==> src/rtl/fifo_pkg.sv <==
`default_nettype none
// ============================================================================
// Module      : fifo_pkg
// Description : Gray/binary pointer conversions shared by both FIFO controllers.
// Revision    : 1.0
// ============================================================================
package fifo_pkg;

    localparam int unsigned c_GRAY_W = 32;

    typedef logic [c_GRAY_W-1:0] gray_word_t;

    function automatic gray_word_t bin2gray(input gray_word_t bin);
        return bin ^ (bin >> 1);
    endfunction

    // XOR prefix from the MSB down; zero-extended inputs convert correctly.
    function automatic gray_word_t gray2bin(input gray_word_t gray);
        gray_word_t bin;
        bin[c_GRAY_W-1] = gray[c_GRAY_W-1];
        for (int i = c_GRAY_W - 2; i >= 0; i--) begin
            bin[i] = bin[i+1] ^ gray[i];
        end
        return bin;
    endfunction

endpackage
`default_nettype wire

==> src/rtl/fifo_wr_ctrl_if.sv <==
`default_nettype none
// ============================================================================
// Module      : fifo_wr_ctrl_if
// Description : Push/status bundle between a producer and the FIFO write side.
// Revision    : 1.0
// ============================================================================
interface fifo_wr_ctrl_if #(
    parameter int PTR_WIDTH = 3
);
    logic                 i_wr_en;
    logic [PTR_WIDTH:0]   i_rd_gray_ptr;
    logic [PTR_WIDTH-1:0] o_wr_ptr;
    logic [PTR_WIDTH:0]   o_wr_gray_ptr;
    logic                 o_wr_accept;
    logic                 o_wr_full;
    logic                 o_wr_almost_full;
    logic [PTR_WIDTH:0]   o_wr_level;
    logic                 o_wr_overflow;

    modport master (
        output i_wr_en, i_rd_gray_ptr,
        input  o_wr_ptr, o_wr_gray_ptr, o_wr_accept, o_wr_full,
               o_wr_almost_full, o_wr_level, o_wr_overflow
    );

    modport slave (
        input  i_wr_en, i_rd_gray_ptr,
        output o_wr_ptr, o_wr_gray_ptr, o_wr_accept, o_wr_full,
               o_wr_almost_full, o_wr_level, o_wr_overflow
    );
endinterface
`default_nettype wire

==> src/rtl/sync_2ff.sv <==
`default_nettype none
// ============================================================================
// Module      : sync_2ff
// Description : Plain two-flop synchronizer for a Gray-coded bus.
// Revision    : 1.0
// ============================================================================
module sync_2ff #(
    parameter int WIDTH = 4
) (
    input  wire logic             clk,
    input  wire logic             rst,
    input  wire logic [WIDTH-1:0] i_d,
    output logic      [WIDTH-1:0] o_q
);
    logic [WIDTH-1:0] r_q1;
    logic [WIDTH-1:0] r_q2;

    always_ff @(posedge clk or posedge rst) begin
        if (rst) begin
            r_q1 <= '0;
            r_q2 <= '0;
        end else begin
            r_q1 <= i_d;
            r_q2 <= r_q1;
        end
    end

    assign o_q = r_q2;
endmodule
`default_nettype wire

==> src/rtl/fifo_wr_ctrl.sv <==
`default_nettype none
// ============================================================================
// Module      : fifo_wr_ctrl
// Description : Async FIFO write-side pointer, full/level and overflow logic.
// Revision    : 1.0
// ============================================================================
module fifo_wr_ctrl
    import fifo_pkg::*;
#(
    parameter int DEPTH       = 8,
    parameter int PTR_WIDTH   = $clog2(DEPTH),
    parameter int AFULL_LEVEL = DEPTH - 2
) (
    input  wire logic     clk_wr,
    input  wire logic     rst,
    fifo_wr_ctrl_if.slave bus
);
    localparam int                 c_PW    = PTR_WIDTH + 1;
    localparam logic [PTR_WIDTH:0] c_AFULL = c_PW'(AFULL_LEVEL);

    logic [PTR_WIDTH:0] r_wr_bin;
    logic [PTR_WIDTH:0] r_wr_gray;
    logic [PTR_WIDTH:0] r_level;
    logic               r_full;
    logic               r_afull;
    logic               r_overflow;

    logic               w_accept;
    logic [PTR_WIDTH:0] w_bin_next;
    logic [PTR_WIDTH:0] w_gray_next;
    logic [PTR_WIDTH:0] w_rq2;
    logic [PTR_WIDTH:0] w_rbin;
    logic [PTR_WIDTH:0] w_full_cmp;
    logic [PTR_WIDTH:0] w_level_next;
    logic               w_full_next;
    logic               w_afull_next;

    sync_2ff #(
        .WIDTH (c_PW)
    ) u_rd_sync (
        .clk (clk_wr),
        .rst (rst),
        .i_d (bus.i_rd_gray_ptr),
        .o_q (w_rq2)
    );

    // Acceptance looks only at the registered flag, so a read that frees a
    // slot in this same cycle cannot rescue a push made while full.
    assign w_accept     = bus.i_wr_en & ~r_full;
    assign w_bin_next   = r_wr_bin + {{PTR_WIDTH{1'b0}}, w_accept};
    assign w_gray_next  = c_PW'(bin2gray(c_GRAY_W'(w_bin_next)));
    assign w_rbin       = c_PW'(gray2bin(c_GRAY_W'(w_rq2)));
    assign w_full_cmp   = {~w_rq2[PTR_WIDTH:PTR_WIDTH-1], w_rq2[PTR_WIDTH-2:0]};
    assign w_full_next  = (w_gray_next == w_full_cmp);
    assign w_level_next = w_bin_next - w_rbin;
    assign w_afull_next = (w_level_next >= c_AFULL);

    always_ff @(posedge clk_wr or posedge rst) begin
        if (rst) begin
            r_wr_bin   <= '0;
            r_wr_gray  <= '0;
            r_level    <= '0;
            r_full     <= 1'b0;
            r_afull    <= 1'b0;
            r_overflow <= 1'b0;
        end else begin
            r_wr_bin   <= w_bin_next;
            r_wr_gray  <= w_gray_next;
            r_level    <= w_level_next;
            r_full     <= w_full_next;
            r_afull    <= w_afull_next;
            r_overflow <= bus.i_wr_en & r_full;
        end
    end

    assign bus.o_wr_ptr         = r_wr_bin[PTR_WIDTH-1:0];
    assign bus.o_wr_gray_ptr    = r_wr_gray;
    assign bus.o_wr_accept      = w_accept;
    assign bus.o_wr_full        = r_full;
    assign bus.o_wr_almost_full = r_afull;
    assign bus.o_wr_level       = r_level;
    assign bus.o_wr_overflow    = r_overflow;
endmodule
`default_nettype wire
==> src/flat_wrapper.sv <==
// flat-port wrapper written by rule: the top's interface ports become plain ports
module fifo_wr_ctrl_flat import fifo_pkg::*;
#(
    parameter int DEPTH       = 8,
    parameter int PTR_WIDTH   = $clog2(DEPTH),
    parameter int AFULL_LEVEL = DEPTH - 2
)
  (clk_wr, rst, bus_i_wr_en, bus_i_rd_gray_ptr, bus_o_wr_ptr, bus_o_wr_gray_ptr, bus_o_wr_accept, bus_o_wr_full, bus_o_wr_almost_full, bus_o_wr_level, bus_o_wr_overflow);
  fifo_wr_ctrl_if #(.PTR_WIDTH(PTR_WIDTH)) bus_i ();
  input  wire logic clk_wr;
  input  wire logic rst;
  input wire logic [$bits(bus_i.i_wr_en)-1:0] bus_i_wr_en;
  input wire logic [$bits(bus_i.i_rd_gray_ptr)-1:0] bus_i_rd_gray_ptr;
  output wire logic [$bits(bus_i.o_wr_ptr)-1:0] bus_o_wr_ptr;
  output wire logic [$bits(bus_i.o_wr_gray_ptr)-1:0] bus_o_wr_gray_ptr;
  output wire logic [$bits(bus_i.o_wr_accept)-1:0] bus_o_wr_accept;
  output wire logic [$bits(bus_i.o_wr_full)-1:0] bus_o_wr_full;
  output wire logic [$bits(bus_i.o_wr_almost_full)-1:0] bus_o_wr_almost_full;
  output wire logic [$bits(bus_i.o_wr_level)-1:0] bus_o_wr_level;
  output wire logic [$bits(bus_i.o_wr_overflow)-1:0] bus_o_wr_overflow;
  assign bus_i.i_wr_en = bus_i_wr_en;
  assign bus_i.i_rd_gray_ptr = bus_i_rd_gray_ptr;
  assign bus_o_wr_ptr = bus_i.o_wr_ptr;
  assign bus_o_wr_gray_ptr = bus_i.o_wr_gray_ptr;
  assign bus_o_wr_accept = bus_i.o_wr_accept;
  assign bus_o_wr_full = bus_i.o_wr_full;
  assign bus_o_wr_almost_full = bus_i.o_wr_almost_full;
  assign bus_o_wr_level = bus_i.o_wr_level;
  assign bus_o_wr_overflow = bus_i.o_wr_overflow;
  fifo_wr_ctrl #(.DEPTH(DEPTH), .PTR_WIDTH(PTR_WIDTH), .AFULL_LEVEL(AFULL_LEVEL)) u_core (.clk_wr(clk_wr), .rst(rst), .bus(bus_i));
endmodule
==> config.mk <==
export PLATFORM = sky130hd
export DESIGN_NAME = fifo_wr_ctrl_flat
export DESIGN_NICKNAME = d
export VERILOG_FILES = /design/src/rtl/fifo_pkg.sv /design/src/rtl/fifo_wr_ctrl_if.sv /design/src/rtl/sync_2ff.sv /design/src/rtl/fifo_wr_ctrl.sv /design/src/flat_wrapper.sv
export SDC_FILE = /design/constraint.sdc
export NUM_CORES = 1
export LEC_CHECK = 0
export CAP_MARGIN = 20
export CORE_MARGIN = 3
export CORE_UTILIZATION = 47
export CTS_CLUSTER_DIAMETER = 80
export DETAILED_ROUTE_END_ITERATION = 6
export PLACE_DENSITY = 0.85
export SLEW_MARGIN = 40
export SYNTH_ARGS = -nofsm -noshare
export SYNTH_HDL_FRONTEND = slang
export SYNTH_SLANG_ARGS = --single-unit
==> constraint.sdc <==
create_clock -name clk_wr -period 3.2 [get_ports clk_wr]
set_input_delay 0.64 -clock clk_wr [delete_from_list [all_inputs] [get_ports clk_wr]]
set_output_delay 0.64 -clock clk_wr [all_outputs]
set_load 0.1 [all_outputs]
==> results.yml, run 1 <==
cts:
  numClockSinks: 22
  htreeDepth: 1
  holdBufCountCts: 0
  insertion_delay_ns: 0.30
  clock_path_buffers: 2
  root_buffer: "clkbuf_4"
  cts_tree: "done"
  cts_setup_buffers: 0
  clk_pin_slew_worst_paths_ns: 0.12
  cts-buffers-inserted: 3
  cts_resized: 0
synthesis:
  synthFlopType: "dfrtp_1"
  ys_seq_area_frac: 0.599
  synth_top_area_share: 0.599
  synth-seq-cells: 22
  syn_nets: 80
  async_flop_share: 1.00
  synth_common_cells: "22 x dfrtp_1, 10 x xnor2_1, 8 x inv_1"
  syn-cell-area_um2: 918
  synth_area_leaders: "dfrtp_1 60%, xnor2_1 9.5%, ha_1 6.8%"
  yosysUniqueCellTypes: 21
  avgSynthCellArea_um2: 13.7
  ys_warn_count: 0
  synth_top_area_cell: "dfrtp_1"
  synth_most_common_cell: "dfrtp_1"
  netlist_instances: 67
  synth_edf_count: 0
floorplanning:
  initial_utilization: 0.515
  ios: 22
  coreArea_um2: 1780
  die_h_um: 50.2
  rows: 15
  fp.dieW_um: 50.2
  die_area_um2: 2520
routing:
  wl_per_cell_um: 13.8
  antenna_left: 0
  num_vias: 586
  firstDrtPassIters: 4
  drt_wl_total_mm: 1.63
  drt-initial-drc-count: 9
  viasPerCell: 4.97
  drc: 0
timing:
  fin_crit_ns: 2.76
  finalHoldViolations: 0
  finalCritPeriodShare: 0.864
  slew_headroom: 0.708
  tns_ns: 0
  fmax_mhz: 362
  fin_worst_skew_ns: 0.00801
  setup_viol: 0
  drv_slew: 0
  rsz0062_at_grt: "no"
  tightest_slew_ns: 0.437
placement:
  io_buffers: 21
  routabilityCongestion: 0.726
  hpwl_mm: 1.20
global_routing:
  grt_pass1_vias: 642
  grt_pass1_wl_mm: 2.91
  grt_overflow_total: 0
  grt_max_degree: 23
  grt.total_usage: 0.154
  grt_antenna_before_repair: 0
worst_setup_path:
  crit_fanout: 4
  end_kind: "register"
  required_ns: 3.38
  crit_type: "in2reg"
  critPathArrivalTime_ns: 2.94
  critPathLaunchType: "input port"
  r2r_cells: 9
status:
  status: "complete, no violations"
finish:
  final_net_count: 107
  antenna_cells: 0
  syn_to_final_growth_pct: 29.6
  drive_gt1_frac: 0.258
  fill_cells: 131
worst_hold_path:
  whs_path_depth: 0
  hold_path.class: "reg2reg"
flow_run:
  drv_cap: 0
## area by class of cell
| class | instances | area, µm² | share of cell area |
|---|---|---|---|
| repair buffers | 22 | 180 | 0.151 |
| well taps | 25 | 31.3 | 0.0263 |
| clock buffers | 3 | 22.5 | 0.0189 |
| inverters | 8 | 30.0 | 0.0252 |
| multi-input cells | 37 | 345 | 0.290 |
| flip-flops and latches | 22 | 551 | 0.463 |
| clock inverters | 1 | 30.0 | 0.0252 |
## critical path, cell delays in order
cell and delay (ns):
clkdlybuf4s50_1 0.43, nor2b_4 0.14, ha_1 0.38, inv_1 0.07, ha_1 0.23, fa_1 0.52, inv_1 0.07, and3_1 0.18
a31oi_1 0.16, o211ai_1 0.12
## stage by stage
| step | hold WS (ns) | area, µm² | setup WS, ns | utilization | cells |
|---|---|---|---|---|---|
| floorplan | 0.331 | 926 | 0.0549 | - | 67 |
| global placement | 0.331 | 1140 | 0.287 | 0.638 | 114 |
| detailed placement | 0.335 | 1140 | 0.175 | 0.638 | 114 |
| CTS | 0.364 | 1190 | 0.441 | 0.667 | 118 |
| global route | 0.383 | 1190 | 0.375 | 0.667 | 118 |
| finish | 0.363 | 1190 | 0.436 | 0.667 | 118 |
## routing by layer
| layer | wire length (µm) | GRT usage |
|---|---|---|
| met5 | 0 | 0 |
| met4 | 21 | 0.0783 |
| met3 | 81 | 0.0267 |
| met2 | 895 | 0.278 |
| met1 | 629 | 0.171 |
## path summary, 6_finish.rpt
kind / startpoint / endpoint / slack [ns]
max: bus_i_wr_en / u_core.bus.o_wr_almost_full$_DFF_PP0_ / 0.44
min: u_core.u_rd_sync.r_q1[2]$_DFF_PP0_ / u_core.u_rd_sync.o_q[2]$_DFF_PP0_ / 0.36
max reg2reg: u_core.u_rd_sync.o_q[3]$_DFF_PP0_ / u_core.bus.o_wr_almost_full$_DFF_PP0_ / 0.65
min reg2reg: u_core.u_rd_sync.r_q1[2]$_DFF_PP0_ / u_core.u_rd_sync.o_q[2]$_DFF_PP0_ / 0.36
max in group asynchronous: rst / u_core.bus.o_wr_level[0]$_DFF_PP0_ / 2.25
min in group asynchronous: rst / u_core.u_rd_sync.o_q[1]$_DFF_PP0_ / 0.64
## placed cells by master (no fill, tap or decap), drive strengths merged, types with 2 or more instances in the layout
| cell | instances |
|---|---|
| clkdlybuf4s50 | 6 |
| clkbuf | 3 |
| buf | 16 |
| a211oi | 2 |
| xnor2 | 10 |
| nand3 | 2 |
| ha | 5 |
| dfrtp | 22 |
| inv | 8 |
| xor2 | 6 |
## cells by family after synthesis
logic type | synth area share
DFF | 0.599
buffers and inverters | 0.0327
xor gates and xnor gates | 0.161
muxes | 0.0109
and+or+nand+nor | 0.0382
AOI/OAI and AO/OA | 0.0681
adders and majority gates | 0.0899
## sequential cells by signal, indices dropped and copies added, names as in the netlist
| name | cells |
|---|---|
| u_core.bus.o_wr_level | 4 |
| u_core.r_wr_bin | 4 |
| u_core.u_rd_sync.o_q | 4 |
| u_core.u_rd_sync.r_q1 | 4 |
| u_core.bus.o_wr_gray_ptr | 3 |
| u_core.bus.o_wr_almost_full | 1 |
| u_core.bus.o_wr_full | 1 |
| u_core.bus.o_wr_overflow | 1 |
Power of run 1 is not shown: default switching activity piles up to over one toggle a cycle in this logic, so the estimate is an artifact.
==> run 2, diff against run 1 <==
Settings changed: CORE_UTILIZATION 47 to 32, PLACE_DENSITY 0.85 to 0.65.
Clock period 3.2 ns to 3.4 ns, I/O delays scaled along.
==> run 2 against run 1 <==
Flip-flop and latch count unchanged. Critical path depth is the same. Die area up 41%. Via count is 4.8% lower. Hold slack got worse by 0.0021 ns. Utilization is 23 points lower. Register-to-register slack better by 0.35 ns. Cell count up 3.4%. Non-clock buffer count stayed put. First-iteration DRC count is 89% lower. Critical endpoint unchanged.
==> results.yml, run 2 (synthesis results as in run 1) <==
status:
  status: "complete, no violations"
cts:
  htreeDepth: 1
  insertion_delay_ns: 0.30
  cts_tree: "done"
  root_buffer: "clkbuf_4"
  holdBufCountCts: 0
  cts-buffers-inserted: 3
  clk_pin_slew_worst_paths_ns: 0.12
  clock_path_buffers: 2
  cts_setup_buffers: 0
  numClockSinks: 22
  cts_resized: 0
placement:
  hpwl_mm: 1.15
  io_buffers: 21
  routabilityCongestion: 0.781
floorplanning:
  coreArea_um2: 2590
  ios: 22
  rows: 18
  die_h_um: 59.6
  fp.dieW_um: 59.6
  initial_utilization: 0.355
  die_area_um2: 3550
finish:
  layout.cells.most_common_list: "22 x dfrtp_1, 10 x xnor2_1, 9 x buf_2"
  drive_gt1_frac: 0.250
  final_common_cell: "dfrtp_1"
  fill_cells: 251
  antenna_cells: 0
  final_net_count: 107
  syn_to_final_growth_pct: 24.5
timing:
  slew_headroom: 0.676
  rsz0062_at_grt: "no"
  finalHoldViolations: 0
  fin_crit_ns: 2.69
  fmax_mhz: 372
  finalCritPeriodShare: 0.791
  tns_ns: 0
  tightest_slew_ns: 0.489
  setup_viol: 0
  fin_worst_skew_ns: 0.00194
  drv_slew: 0
routing:
  viasPerCell: 4.57
  drt_wl_total_mm: 1.47
  firstDrtPassIters: 2
  antenna_left: 0
  wl_per_cell_um: 12.0
  drc: 0
  num_vias: 558
  drt-initial-drc-count: 1
worst_setup_path:
  crit_fanout: 4
  critPathLaunchType: "input port"
  critPathArrivalTime_ns: 2.89
  end_kind: "register"
  crit_type: "in2reg"
  required_ns: 3.60
global_routing:
  grt_overflow_total: 0
  grt_max_degree: 23
  grt.total_usage: 0.0979
  grt_pass1_vias: 564
  grt_antenna_before_repair: 0
  grt_pass1_wl_mm: 2.48
worst_hold_path:
  hold_path.class: "reg2reg"
flow_run:
  drv_cap: 0
==> run 2: final timing paths <==
| check | startpoint | to | slack (ns) | cells past startpoint |
|---|---|---|---|---|
| setup / recovery | bus_i_wr_en | u_core.bus.o_wr_almost_full$_DFF_PP0_ | 0.71 | 10 |
| hold / removal | u_core.u_rd_sync.r_q1[2]$_DFF_PP0_ | u_core.u_rd_sync.o_q[2]$_DFF_PP0_ | 0.36 | 0 |
| setup reg to reg | u_core.u_rd_sync.o_q[3]$_DFF_PP0_ | u_core.bus.o_wr_almost_full$_DFF_PP0_ | 1.00 | 9 |
| hold reg to reg | u_core.u_rd_sync.r_q1[2]$_DFF_PP0_ | u_core.u_rd_sync.o_q[2]$_DFF_PP0_ | 0.36 | 0 |
| max in group asynchronous | rst | u_core.r_wr_bin[0]$_DFF_PP0_ | 2.41 | 2 |
| min in group asynchronous | rst | u_core.u_rd_sync.o_q[1]$_DFF_PP0_ | 0.68 | 2 |
==> run 2: routing by layer <==
| layer | GRT usage | wire, µm | vias up |
|---|---|---|---|
| met2 | 0.151 | 687 | 19 |
| met4 | 0.0570 | 40 | 0 |
| met3 | 0.0305 | 137 | 5 |
| li1 | - | - | 268 |
| met5 | 0 | 0 | - |
| met1 | 0.120 | 600 | 266 |
==> run 2: per-stage QoR <==
stage / area, µm² / hold WS (ns) / utilization / setup WS, ns / instances
final: 1140 / 0.361 / 0.442 / 0.710 / 122
after global routing: 1140 / 0.369 / 0.442 / 0.537 / 122
after CTS: 1140 / 0.362 / 0.442 / 0.695 / 122
after detailed placement: 1120 / 0.336 / 0.433 / 0.365 / 119
after global placement: 1170 / 0.331 / 0.450 / 0.402 / 119
after floorplan: 926 / 0.331 / - / 0.255 / 67
==> run 2: layout make-up <==
type / count / area [µm²] / area share
Clock buffer: 3 / 22.5 / 0.0197
Tap cell: 30 / 37.5 / 0.0328
Sequential cell: 22 / 551 / 0.481
Inverter: 8 / 30.0 / 0.0263
Timing Repair Buffer: 22 / 158 / 0.138
Multi-Input combinational cell: 37 / 345 / 0.302
==> run 2: critical path, cell delays in order <==
cell and delay, ns:
clkdlybuf4s50_1 0.41, nor2b_4 0.13, ha_1 0.37, inv_1 0.06, ha_1 0.22, fa_1 0.52, inv_1 0.06, and3_1 0.18
a31oi_1 0.15, o211ai_1 0.10
Power of run 2 is left out for the same reason.
==> run 3, diff against run 2 <==
Clock period 3.4 ns to 2.6 ns, I/O delays scaled along.
==> run 3 against run 2 <==
Cell count up 4.9%. Register-to-register slack worse by 0.73 ns. Hold slack worse by 0.0012 ns. Worst setup slack worse by 0.44 ns. Via count up 3.2%. Cell area up 10%. Non-clock buffer count up 5. Routed wire length up 4.1%. Critical path depth down 1. Flip-flop and latch count unchanged.
==> results.yml, run 3 (synthesis results as in run 1) <==
routing:
  wl_per_cell_um: 11.9
  viasPerCell: 4.50
  num_vias: 576
  firstDrtPassIters: 3
  drt_wl_total_mm: 1.53
  drc: 0
  drt-initial-drc-count: 7
  antenna_left: 0
global_routing:
  grt.total_usage: 0.101
  grt_antenna_before_repair: 0
  grtUsageMet1: 0.112
  grt_overflow_total: 0
  busiest_layer: "met2"
  grtUsageMet3: 0.0458
  use_met2: 0.183
  grt_pass1_wl_mm: 2.62
  grt_max_degree: 23
  grt_pass1_vias: 584
finish:
  drive_gt1_frac: 0.347
  final_util: 0.487
  final_common_cell: "dfrtp_1"
  final_net_count: 112
  syn_to_final_growth_pct: 37.3
  layout.cells.most_common_list: "21 x dfrtp_1, 20 x buf_4, 10 x xnor2_1"
  antenna_cells: 0
cts:
  clock_path_buffers: 2
  htreeDepth: 1
  numClockSinks: 22
  root_buffer: "clkbuf_4"
  cts-buffers-inserted: 3
  cts_setup_buffers: 0
  cts_resized: 0
  insertion_delay_ns: 0.30
  holdBufCountCts: 0
  cts_tree: "done"
  clk_pin_slew_worst_paths_ns: 0.12
timing:
  slew_headroom: 0.695
  fin_crit_ns: 2.33
  drv_slew: 0
  finalHoldViolations: 0
  setup_viol: 0
  fmax_mhz: 429
  whs_ns: 0.360
  tightest_slew_ns: 0.456
  finalCritPeriodShare: 0.897
  fin_worst_skew_ns: 0.00697
  rsz0062_at_grt: "no"
worst_setup_path:
  crit_type: "reg2reg"
  r2r_cells: 9
  end_kind: "register"
  critPathLaunchType: "register"
  critPathArrivalTime_ns: 2.53
  required_ns: 2.79
  crit_fanout: 3
  cp-endpoint: "u_core.bus.o_wr_almost_full$_DFF_PP0_"
  ff2ff_setup_slack_ns: 0.27
  startpoint: "u_core.u_rd_sync.o_q[3]$_DFF_PP0_"
  rr_endpoint: "u_core.bus.o_wr_almost_full$_DFF_PP0_"
  worstReg2RegStart: "u_core.u_rd_sync.o_q[3]$_DFF_PP0_"
placement:
  io_buffers: 21
  hpwl_mm: 1.21
  routabilityCongestion: 0.706
floorplanning:
  coreArea_um2: 2590
  ios: 22
  die_h_um: 59.6
  fp.dieW_um: 59.6
  rows: 18
  die_area_um2: 3550
  initial_utilization: 0.355
flow_run:
  drv_cap: 0
status:
  status: "complete, no violations"
worst_hold_path:
  hold_path.class: "reg2reg"
run 3: cell count changes in the layout (fill, tap and decap cells not counted), moves of 2 or more:
cell	before	now
ha_4	0	2
ha_1	5	2
buf_2	9	0
buf_4	7	20
run 3: cell type report:
cell class	instances	area (µm²)
inverters	8	30.0
multi-input cells	37	373
flip-flops and latches	22	554
clock buffers	4	36.3
well taps	30	37.5
repair buffers	27	230
fillers	246	1330
run 3: layer usage:
layer / wire [µm] / up-vias
met4: 0 / 0
met3: 107 / 0
met2: 792 / 16
met1: 626 / 279
met5: 0 / -
li1: - / 281
run 3: critical path, stage by stage, from the launching register on:
cell and delay [ns]:
dfrtp_1 0.42, xnor2_1 0.27, xor2_1 0.30, xnor2_1 0.11, ha_2 0.19, fa_1 0.50, inv_1 0.05, and3_1 0.15
a31oi_1 0.14, o211ai_1 0.11
run 3: worst min-delay path by stage:
stage                                             from                                 to  depth (start not counted)
finish              u_core.u_rd_sync.r_q1[2]$_DFF_PP0_  u_core.u_rd_sync.o_q[2]$_DFF_PP0_                          0
global route        u_core.u_rd_sync.r_q1[0]$_DFF_PP0_  u_core.u_rd_sync.o_q[0]$_DFF_PP0_                          0
CTS                 u_core.u_rd_sync.r_q1[2]$_DFF_PP0_  u_core.u_rd_sync.o_q[2]$_DFF_PP0_                          0
detailed placement  u_core.u_rd_sync.r_q1[2]$_DFF_PP0_  u_core.u_rd_sync.o_q[2]$_DFF_PP0_                          0
global placement    u_core.u_rd_sync.r_q1[1]$_DFF_PP0_  u_core.u_rd_sync.o_q[1]$_DFF_PP0_                          0
floorplan           u_core.u_rd_sync.r_q1[0]$_DFF_PP0_  u_core.u_rd_sync.o_q[0]$_DFF_PP0_                          0
run 3: metrics by stage:
step	TNS, ns	setup WS, ns	std cells	area (µm²)
2_1_floorplan	-0.104	-0.104	67	957
3_3_place_gp	-0.0238	-0.0238	124	1220
3_5_place_dp	-0.0698	-0.0698	124	1220
4_1_cts	0	0.240	128	1260
5_1_grt	0	0.0894	128	1260
6_report	0	0.267	128	1260
Power of run 3 is left out for the same reason.
